==> config.mk <==
export PLATFORM = sky130hd
export DESIGN_NAME = mmio_responder_flat
export DESIGN_NICKNAME = d
export VERILOG_FILES = /design/src/rtl/mmio_responder_if.sv /design/src/rtl/mmio_responder.sv /design/src/flat_wrapper.sv
export SDC_FILE = /design/constraint.sdc
export NUM_CORES = 1
export LEC_CHECK = 0
export CORE_ASPECT_RATIO = 0.75
export CORE_UTILIZATION = 55
export CTS_BUF_LIST = sky130_fd_sc_hd__clkbuf_8
export DETAILED_ROUTE_END_ITERATION = 7
export PLACE_DENSITY = 0.84
export SLEW_MARGIN = 20
export SYNTH_ARGS = -nofsm -noshare
export SYNTH_HDL_FRONTEND = slang
export SYNTH_SLANG_ARGS = --single-unit
==> constraint.sdc <==
create_clock -name clk -period 5.7 [get_ports clk]
set_clock_uncertainty 0.05 [all_clocks]
set_input_delay 0.57 -clock clk [delete_from_list [all_inputs] [get_ports clk]]
set_output_delay 0.57 -clock clk [all_outputs]
set_load 0.005 [all_outputs]
==> src/rtl/mmio_responder_if.sv <==
// CPU-side MMIO bus plus UART byte handshakes served by mmio_responder.
interface mmio_responder_if;
  logic [31:0] addr;
  logic [31:0] wdata;
  logic        re;
  logic        we;
  logic        instr_retire;
  logic [31:0] rdata;
  logic        hit;
  logic [7:0]  rx_data;
  logic        rx_valid;
  logic        rx_ready;
  logic [7:0]  tx_data;
  logic        tx_valid;
  logic        tx_ready;

  modport master (
    output addr, wdata, re, we, instr_retire, rx_data, rx_valid, tx_ready,
    input  rdata, hit, rx_ready, tx_data, tx_valid
  );

  modport slave (
    input  addr, wdata, re, we, instr_retire, rx_data, rx_valid, tx_ready,
    output rdata, hit, rx_ready, tx_data, tx_valid
  );
endinterface

==> src/rtl/mmio_responder.sv <==
// I/O-region responder: UART status/RX/TX registers, cycle and retired-instruction
// counters, with registered read data matching synchronous memory timing.
module mmio_responder #(
  parameter logic [3:0]  MMIO_TAG = 4'h8,
  parameter int unsigned CNT_W    = 32
) (
  input logic            clk,
  input logic            rst,
  mmio_responder_if.slave bus
);

  localparam int unsigned DATA_W = 32;
  localparam int unsigned OFF_W  = 8;

  localparam logic [OFF_W-1:0] OFF_STATUS = 8'h00;
  localparam logic [OFF_W-1:0] OFF_RX     = 8'h04;
  localparam logic [OFF_W-1:0] OFF_TX     = 8'h08;
  localparam logic [OFF_W-1:0] OFF_CYCLE  = 8'h10;
  localparam logic [OFF_W-1:0] OFF_INSTR  = 8'h14;
  localparam logic [OFF_W-1:0] OFF_CLR    = 8'h18;

  typedef enum logic {IDLE, PEND} tx_state_e;

  logic [OFF_W-1:0]  offset;
  logic              hit_c;
  logic              rd_en;
  logic              wr_en;
  logic              cnt_clr;
  logic              tx_push;
  logic              tx_ready_eff;
  logic [DATA_W-1:0] rd_mux;
  logic [DATA_W-1:0] rdata_q;
  logic [CNT_W-1:0]  cycle_cnt;
  logic [CNT_W-1:0]  instr_cnt;

  tx_state_e         state_q, state_d;
  logic [7:0]        tx_data_q, tx_data_d;
  logic              tx_valid_q, tx_valid_d;

  logic              unused_bits;

  assign offset       = bus.addr[OFF_W-1:0];
  assign hit_c        = (bus.addr[31:28] == MMIO_TAG);
  assign rd_en        = bus.re & hit_c;
  assign wr_en        = bus.we & hit_c;
  assign cnt_clr      = wr_en & (offset == OFF_CLR);
  assign tx_push      = wr_en & (offset == OFF_TX);
  assign tx_ready_eff = bus.tx_ready & ~tx_valid_q;

  assign bus.hit      = hit_c;
  assign bus.rx_ready = rd_en & (offset == OFF_RX);
  assign bus.rdata    = rdata_q;
  assign bus.tx_data  = tx_data_q;
  assign bus.tx_valid = tx_valid_q;

  // Only the tag nibble, the offset byte and the low store byte matter here.
  assign unused_bits = ^{bus.addr[27:OFF_W], bus.wdata[DATA_W-1:8]};

  // Read decode; write-only and unmapped offsets read as zero.
  always_comb begin
    rd_mux = '0;
    case (offset)
      OFF_STATUS: rd_mux = {30'b0, bus.rx_valid, tx_ready_eff};
      OFF_RX:     rd_mux = {24'b0, bus.rx_data};
      OFF_CYCLE:  rd_mux = DATA_W'(cycle_cnt);
      OFF_INSTR:  rd_mux = DATA_W'(instr_cnt);
      default:    rd_mux = '0;
    endcase
  end

  always_ff @(posedge clk) begin
    if (rst) begin
      rdata_q <= '0;
    end else if (rd_en) begin
      rdata_q <= rd_mux;
    end
  end

  // A clear wins over that cycle's increments so counting restarts at zero.
  always_ff @(posedge clk) begin
    if (rst || cnt_clr) begin
      cycle_cnt <= '0;
      instr_cnt <= '0;
    end else begin
      cycle_cnt <= cycle_cnt + CNT_W'(1);
      if (bus.instr_retire) begin
        instr_cnt <= instr_cnt + CNT_W'(1);
      end
    end
  end

  always_ff @(posedge clk) begin
    if (rst) begin
      state_q    <= IDLE;
      tx_data_q  <= '0;
      tx_valid_q <= 1'b0;
    end else begin
      state_q    <= state_d;
      tx_data_q  <= tx_data_d;
      tx_valid_q <= tx_valid_d;
    end
  end

  // TX holds one byte; pushes while a byte is pending are dropped.
  always_comb begin
    state_d    = state_q;
    tx_data_d  = tx_data_q;
    tx_valid_d = tx_valid_q;
    case (state_q)
      IDLE: begin
        if (tx_push) begin
          tx_data_d  = bus.wdata[7:0];
          tx_valid_d = 1'b1;
          state_d    = PEND;
        end
      end
      PEND: begin
        if (bus.tx_ready) begin
          tx_valid_d = 1'b0;
          state_d    = IDLE;
        end
      end
      default: begin
        state_d    = IDLE;
        tx_valid_d = 1'b0;
      end
    endcase
  end

endmodule

==> src/flat_wrapper.sv <==
// flat-port wrapper written by rule: the top's interface ports become plain ports
module mmio_responder_flat 
#(
  parameter logic [3:0]  MMIO_TAG = 4'h8,
  parameter int unsigned CNT_W    = 32
)
  (clk, rst, bus_addr, bus_wdata, bus_re, bus_we, bus_instr_retire, bus_rx_data, bus_rx_valid, bus_tx_ready, bus_rdata, bus_hit, bus_rx_ready, bus_tx_data, bus_tx_valid);
  mmio_responder_if bus_i ();
  input logic clk;
  input logic rst;
  input wire logic [$bits(bus_i.addr)-1:0] bus_addr;
  input wire logic [$bits(bus_i.wdata)-1:0] bus_wdata;
  input wire logic [$bits(bus_i.re)-1:0] bus_re;
  input wire logic [$bits(bus_i.we)-1:0] bus_we;
  input wire logic [$bits(bus_i.instr_retire)-1:0] bus_instr_retire;
  input wire logic [$bits(bus_i.rx_data)-1:0] bus_rx_data;
  input wire logic [$bits(bus_i.rx_valid)-1:0] bus_rx_valid;
  input wire logic [$bits(bus_i.tx_ready)-1:0] bus_tx_ready;
  output wire logic [$bits(bus_i.rdata)-1:0] bus_rdata;
  output wire logic [$bits(bus_i.hit)-1:0] bus_hit;
  output wire logic [$bits(bus_i.rx_ready)-1:0] bus_rx_ready;
  output wire logic [$bits(bus_i.tx_data)-1:0] bus_tx_data;
  output wire logic [$bits(bus_i.tx_valid)-1:0] bus_tx_valid;
  assign bus_i.addr = bus_addr;
  assign bus_i.wdata = bus_wdata;
  assign bus_i.re = bus_re;
  assign bus_i.we = bus_we;
  assign bus_i.instr_retire = bus_instr_retire;
  assign bus_i.rx_data = bus_rx_data;
  assign bus_i.rx_valid = bus_rx_valid;
  assign bus_i.tx_ready = bus_tx_ready;
  assign bus_rdata = bus_i.rdata;
  assign bus_hit = bus_i.hit;
  assign bus_rx_ready = bus_i.rx_ready;
  assign bus_tx_data = bus_i.tx_data;
  assign bus_tx_valid = bus_i.tx_valid;
  mmio_responder #(.MMIO_TAG(MMIO_TAG), .CNT_W(CNT_W)) u_core (.clk(clk), .rst(rst), .bus(bus_i));
endmodule
==> summary.txt, run 1 <==
Run status
  – Status: complete, no violations

Worst hold path
  – Hold crit path type: register to register
  – Hold Crit Start: u_core.bus.rdata[18]

Global routing
  – Largest net degree at the start of global routing: 65
  – Total global-route track usage: 26.6%
  – Initial antenna violation count: 0
  – Overflow after GRT: 0
  – Vias in the first global route: 3837
  – Global-route wire length before repair: 18500 microns

Logic synthesis
  – Dominant cells by area after synthesis: dfxtp_1 (45%), o2bb2ai_1 (5.5%), mux2i_1 (5.3%), a21oi_1 (5.2%), or4_1 (4.1%)
  – Seq cells post-synth: 106
  – EDFF count, synth: 0
  – Avg Inst Size Synth: 9.26 sq um
  – Ys flop type: dfxtp_1
  – Leading area contributor after synthesis: dfxtp_1
  – Synthesized cell area: 4760 sq um
  – Post-synth cell types: 40
  – Yosys warns: 0
  – Sequential share of the synthesized area: 44.6%
  – Net Count, Synth: 595
  – Post-synthesis instance total: 514
  – Asr flop ratio synth: 0%
  – Post-synth top area share: 44.6%

Setup path
  – Startpoint types: input port
  – Crit. Startpoint: bus_addr[29]
  – Reg2reg start: u_core.cycle_cnt[0]
  – WS Path Type: input port to output pin
  – Largest fanout on the critical path: 8
  – Worst EP required: 5080 ps
  – Crit end category: output pin
  – Arrival time worst endpoint: 2710 ps

Power and ir drop
  – Leakage power: 1.82 nW
  – Pwr dens: 240 nW/um^2
  – VDD IR max: 0.236 mV

STA
  – Min setup slack post-route: 2370 ps
  – Worst-margin pin slew: 1040 ps
  – Hold WS: 420 ps
  – Worst relative slew slack: 30.9%
  – Final Hold Fails: 0
  – RSZ-0062 raised after global routing: no
  – Slew Viols, Final: 0
  – Post-route minimum period: 3330 ps
  – Tcrit/Tclk final: 58.4%
  – Setup TNS: 0 ps
  – Final setup viols: 0
  – Fmax achieved: 300 MHz

Clock network
  – CTS H-tree lvls: 3
  – CTS resizes: 0
  – Clock sinks: 106
  – CTS tree: yes
  – Clk_lat worst skew: 390 ps
  – CTS Buffer Depth: 2
  – # Post-CTS Setup Buffers: 0
  – Worst-path clk slew: 90 ps
  – Total CTS buffers: 9
  – Clk root buf: clkbuf_8
  – Hold Buf Count CTS: 0

Detailed routing
  – Via count: 4208
  – Detail Route Antenna Nets: 0
  – Final wirelength: 11400 microns
  – Avg WL per Cell: 16.7 microns
  – Routed vias/inst: 6.18
  – Router iterations before antenna repair: 6
  – Starting DRT DRC Count: 234
  – DRC: 0

Placement
  – IO buf count: 77
  – HPWL after detailed placement: 7760 microns
  – GPL Wtd Cong: 0.801
  – Pre-CTS WS: 2140 ps

Finish
  – Final #Nets: 652
  – Commonest non-fill, non-tap cell in the layout: dfxtp_1
  – Layout area overhead: 21.8%
  – Antenna cells: 0
  – Fill cells: 615
  – Final core occ: 71.3%
  – Most frequent cells in the layout: dfxtp_1 (106), clkdlybuf4s50_1 (76), a21oi_1 (49)
  – Layout cell share with drive strength beyond 1: 5.56%

Floorplan
  – Chip width: 109 microns
  – Total Die Area: 9030 sq um
  – Die height: 82.6 microns
  – Starting Density: 58.6%
  – Core Area: 8130 sq um
  – I/O pin count: 122
  – Row Count: 28

Job
  – Max-Cap Viols: 0
## per-layer routing
| metal | up-vias | GRT usage, % | share of wire [%] |
|---|---|---|---|
| li1 | 2058 | - | - |
| met1 | 1989 | 33.7 | 46 |
| met2 | 144 | 44.2 | 46 |
| met3 | 17 | 7.69 | 6.3 |
| met4 | 0 | 7.73 | 1.3 |
| met5 | - | 0 | 0 |
## final timing paths
check,to,slack [ps],depth (start not counted)
min,u_core.bus.rdata[18],420,1
max reg2reg,u_core.cycle_cnt[30],3090,5
max,bus_rx_ready,2370,5
min reg2reg,u_core.bus.rdata[18],420,1
## flip-flops by register name, indices dropped and copies added, names as in the netlist
| name | cells |
|---|---|
| u_core.bus.tx_data | 8 |
| u_core.state_q | 1 |
| u_core.instr_cnt | 32 |
| u_core.bus.rdata | 32 |
| u_core.bus.tx_valid | 1 |
| u_core.cycle_cnt | 32 |
## critical path, stage by stage
cell and delay, ps:
clkdlybuf4s50_1 400, nor4b_1 560, and2_0 410, and4b_1 240
clkdlybuf4s50_1 530
## power breakdown
| part | switching [mW] | total [mW] | internal (mW) |
|---|---|---|---|
| registers | 0.00534 | 0.749 | 0.743 |
| clock network | 0.254 | 0.569 | 0.314 |
| logic | 0.0348 | 0.0720 | 0.0373 |
| total | 0.294 | 1.39 | 1.09 |
## through the flow
stage	power (mW)	std cells	cell area, sq um
after floorplan	0.803	514	4760
after global placement	0.835	664	5530
after detailed placement	0.837	664	5530
after CTS	1.40	680	5790
after global routing	1.44	681	5800
final	1.39	681	5800
## area by class of cell
type	count	area (sq um)	share of cell area [%]
multi-input combinational	365	2460	42.5
sequential	106	2120	36.6
timing repair buffer	80	792	13.7
clock buffer	11	151	2.61
tap	105	131	2.27
clock inverter	5	101	1.75
inverter	9	33.8	0.583
## cell usage after synthesis, types with 4 or more instances
library cell / instances
a21oi_1: 49
mux2_2: 6
nand3_1: 19
clkbuf_1: 21
mux2i_1: 25
nand2_1: 23
buf_2: 11
o2bb2ai_1: 30
o31ai_1: 22
nand4_1: 22
o21ai_0: 23
dfxtp_1: 106
nor2_1: 32
or4_1: 26
or3_1: 15
a22oi_1: 6
xor2_1: 10
inv_1: 9
and4_1: 6
nor4_1: 4
xnor2_1: 14
## logic make-up after synthesis
family,count (synthesis),synth area share (%)
and+or+nand+nor,175,21.5
buffers and inverters,43,3.68
DFF,106,44.6
xor gates and xnor gates,24,4.42
adders and majority gates,2,0.526
AOI/OAI and AO/OA,131,17.7
muxes,33,7.62
(Power assumes the default switching activity.)
==> run 2: changes to the inputs <==
--- a/config.mk
+++ b/config.mk
@@ -6,10 +6,10 @@
 export NUM_CORES = 1
 export LEC_CHECK = 0
 export CORE_ASPECT_RATIO = 0.75
-export CORE_UTILIZATION = 55
+export CORE_UTILIZATION = 46
 export CTS_BUF_LIST = sky130_fd_sc_hd__clkbuf_8
 export DETAILED_ROUTE_END_ITERATION = 7
-export PLACE_DENSITY = 0.84
+export PLACE_DENSITY = 0.75
 export SLEW_MARGIN = 20
 export SYNTH_ARGS = -nofsm -noshare
 export SYNTH_HDL_FRONTEND = slang
==> constraint.sdc (replaced) <==
create_clock -name clk -period 2.7 [get_ports clk]
set_clock_uncertainty 0.05 [all_clocks]
set_input_delay 0.27 -clock clk [delete_from_list [all_inputs] [get_ports clk]]
set_output_delay 0.27 -clock clk [all_outputs]
set_load 0.005 [all_outputs]
==> run 2 against run 1 <==
Final area increased by 1.5%. Combinational power increased by 120%. Largest cell class unchanged. Core utilization decreased by 12 points. Critical path type unchanged. Final cell count increased by 5.7%. Critical endpoint unchanged. Register-to-register slack got worse by 2700 ps. Hold slack got worse by 5.8 ps.
==> summary.txt, run 2 (same netlist as run 1, synthesis figures left out) <==
Finish
  – Antenna cells: 0
  – Final #Nets: 665
  – Commonest non-fill, non-tap cell in the layout: dfxtp_1
  – Final Cell Area: 5880 sq um
  – Fill cells: 880
  – Final core occ: 59.7%
  – Layout area overhead: 23.6%
  – Layout cell share with drive strength beyond 1: 7.14%
  – Most frequent cells in the layout: dfxtp_1 (106), clkdlybuf4s50_1 (76), a21oi_1 (49)

Setup path
  – Largest fanout on the critical path: 3
  – WS Path Type: input port to output pin
  – Worst EP required: 2380 ps
  – Startpoint types: input port
  – Crit end category: output pin
  – Arrival time worst endpoint: 2170 ps

Clock network
  – CTS tree: yes
  – Worst-path clk slew: 90 ps
  – CTS resizes: 0
  – CTS Buffer Depth: 2
  – # Post-CTS Setup Buffers: 0
  – Total CTS buffers: 9
  – Clk_lat worst skew: 370 ps
  – CTS H-tree lvls: 3
  – Clk root buf: clkbuf_8
  – Clock sinks: 106
  – Hold Buf Count CTS: 0

Placement
  – HPWL after detailed placement: 8000 microns
  – IO buf count: 77
  – Placed inst area: 5680 sq um
  – GPL Wtd Cong: 0.814

Floorplan
  – Starting Density: 48.3%
  – Row Count: 31
  – Chip width: 119 microns
  – Die height: 90.1 microns
  – Core Area: 9850 sq um
  – I/O pin count: 122
  – Total Die Area: 10800 sq um

STA
  – Tcrit/Tclk final: 92.2%
  – Hold WS: 414 ps
  – Final setup viols: 0
  – Post-route minimum period: 2490 ps
  – Fmax achieved: 402 MHz
  – Final Hold Fails: 0
  – Worst relative slew slack: 62.0%
  – Slew Viols, Final: 0
  – Worst-margin pin slew: 569 ps
  – Setup TNS: 0 ps
  – RSZ-0062 raised after global routing: no

Detailed routing
  – DRC: 0
  – Routed vias/inst: 5.88
  – Starting DRT DRC Count: 257
  – Router iterations before antenna repair: 5
  – Via count: 4235
  – Avg WL per Cell: 15.9 microns
  – Final wirelength: 11400 microns
  – Detail Route Antenna Nets: 0

Power and ir drop
  – Clock share of power: 36.7%
  – Pwr dens: 467 nW/um^2
  – Combinational share of power: 5.8%
  – Internal power: 2.16 mW
  – Switch share: 21.4%
  – Leakage power: 1.87 nW
  – VDD IR max: 0.321 mV
  – Sequential share of power: 57.4%
  – NetSw: 0.589 mW

Global routing
  – Largest net degree at the start of global routing: 65
  – Initial antenna violation count: 0
  – Global-route wire length before repair: 19200 microns
  – Vias in the first global route: 4036
  – Overflow after GRT: 0
  – Total global-route track usage: 21.9%

Job
  – Max-Cap Viols: 0

Worst hold path
  – Hold crit path type: input port to register

Run status
  – Status: complete, no violations
## run 2: cell type report
cell class	count	area (sq um)	share of cell area (%)
clock buffers	9	124	2.11
clock inverters	6	76.3	1.30
inverters	9	33.8	0.574
multi-input cells	365	2460	41.9
flip-flops and latches	106	2120	36.1
well taps	132	165	2.81
repair buffers	93	898	15.3
## run 2: worst paths after layout
path,startpoint,to,slack [ps],depth (start not counted)
worst max-delay path,bus_addr[1],bus_rx_ready,210,5
worst min-delay path,bus_wdata[0],u_core.bus.tx_data[0],410,3
worst max register to register,u_core.cycle_cnt[2],u_core.cycle_cnt[19],400,4
worst min register to register,u_core.bus.rdata[30],u_core.bus.rdata[30],420,1
## run 2: metrics by stage
stage               power (mW)  std cells  setup WS (ps)
global route              2.85        720            116
global placement          1.77        705            249
detailed placement        1.78        705            213
finish                    2.75        720            211
floorplan                 1.69        514            645
CTS                       2.78        720            197
## run 2: power by group through the flow
stage / Combinational (mW) / Sequential [mW] / Clock (mW)
after floorplan: 0.0819 / 1.61 / 0
after global routing: 0.171 / 1.58 / 1.10
final: 0.160 / 1.58 / 1.01
after CTS: 0.160 / 1.58 / 1.04
after global placement: 0.156 / 1.62 / 0
after detailed placement: 0.160 / 1.62 / 0
## run 2: metal layers
layer,vias up,wire length [microns],part of all wire [%],track usage [%]
met5,-,0,0,0
met3,13,655,5.7,5.46
met4,0,151,1.3,7.71
met1,2043,5380,47,29.8
met2,116,5230,46,33.6
li1,2063,-,-,-
## run 2: worst max-delay path: stages
cell and delay, ps:
clkdlybuf4s50_1 400, nor4_1 420, nor3b_1 330, and4b_1 240
clkdlybuf4s50_1 510
==> run 3: changes to the inputs <==
--- a/config.mk
+++ b/config.mk
@@ -5,6 +5,7 @@
 export SDC_FILE = /design/constraint.sdc
 export NUM_CORES = 1
 export LEC_CHECK = 0
+export ABC_CLOCK_PERIOD_IN_PS = 2700
 export CORE_ASPECT_RATIO = 0.75
 export CORE_UTILIZATION = 46
 export CTS_BUF_LIST = sky130_fd_sc_hd__clkbuf_8
==> results of run 3 <==
The final DEF is identical to that of run 2; final timing and power are the same.
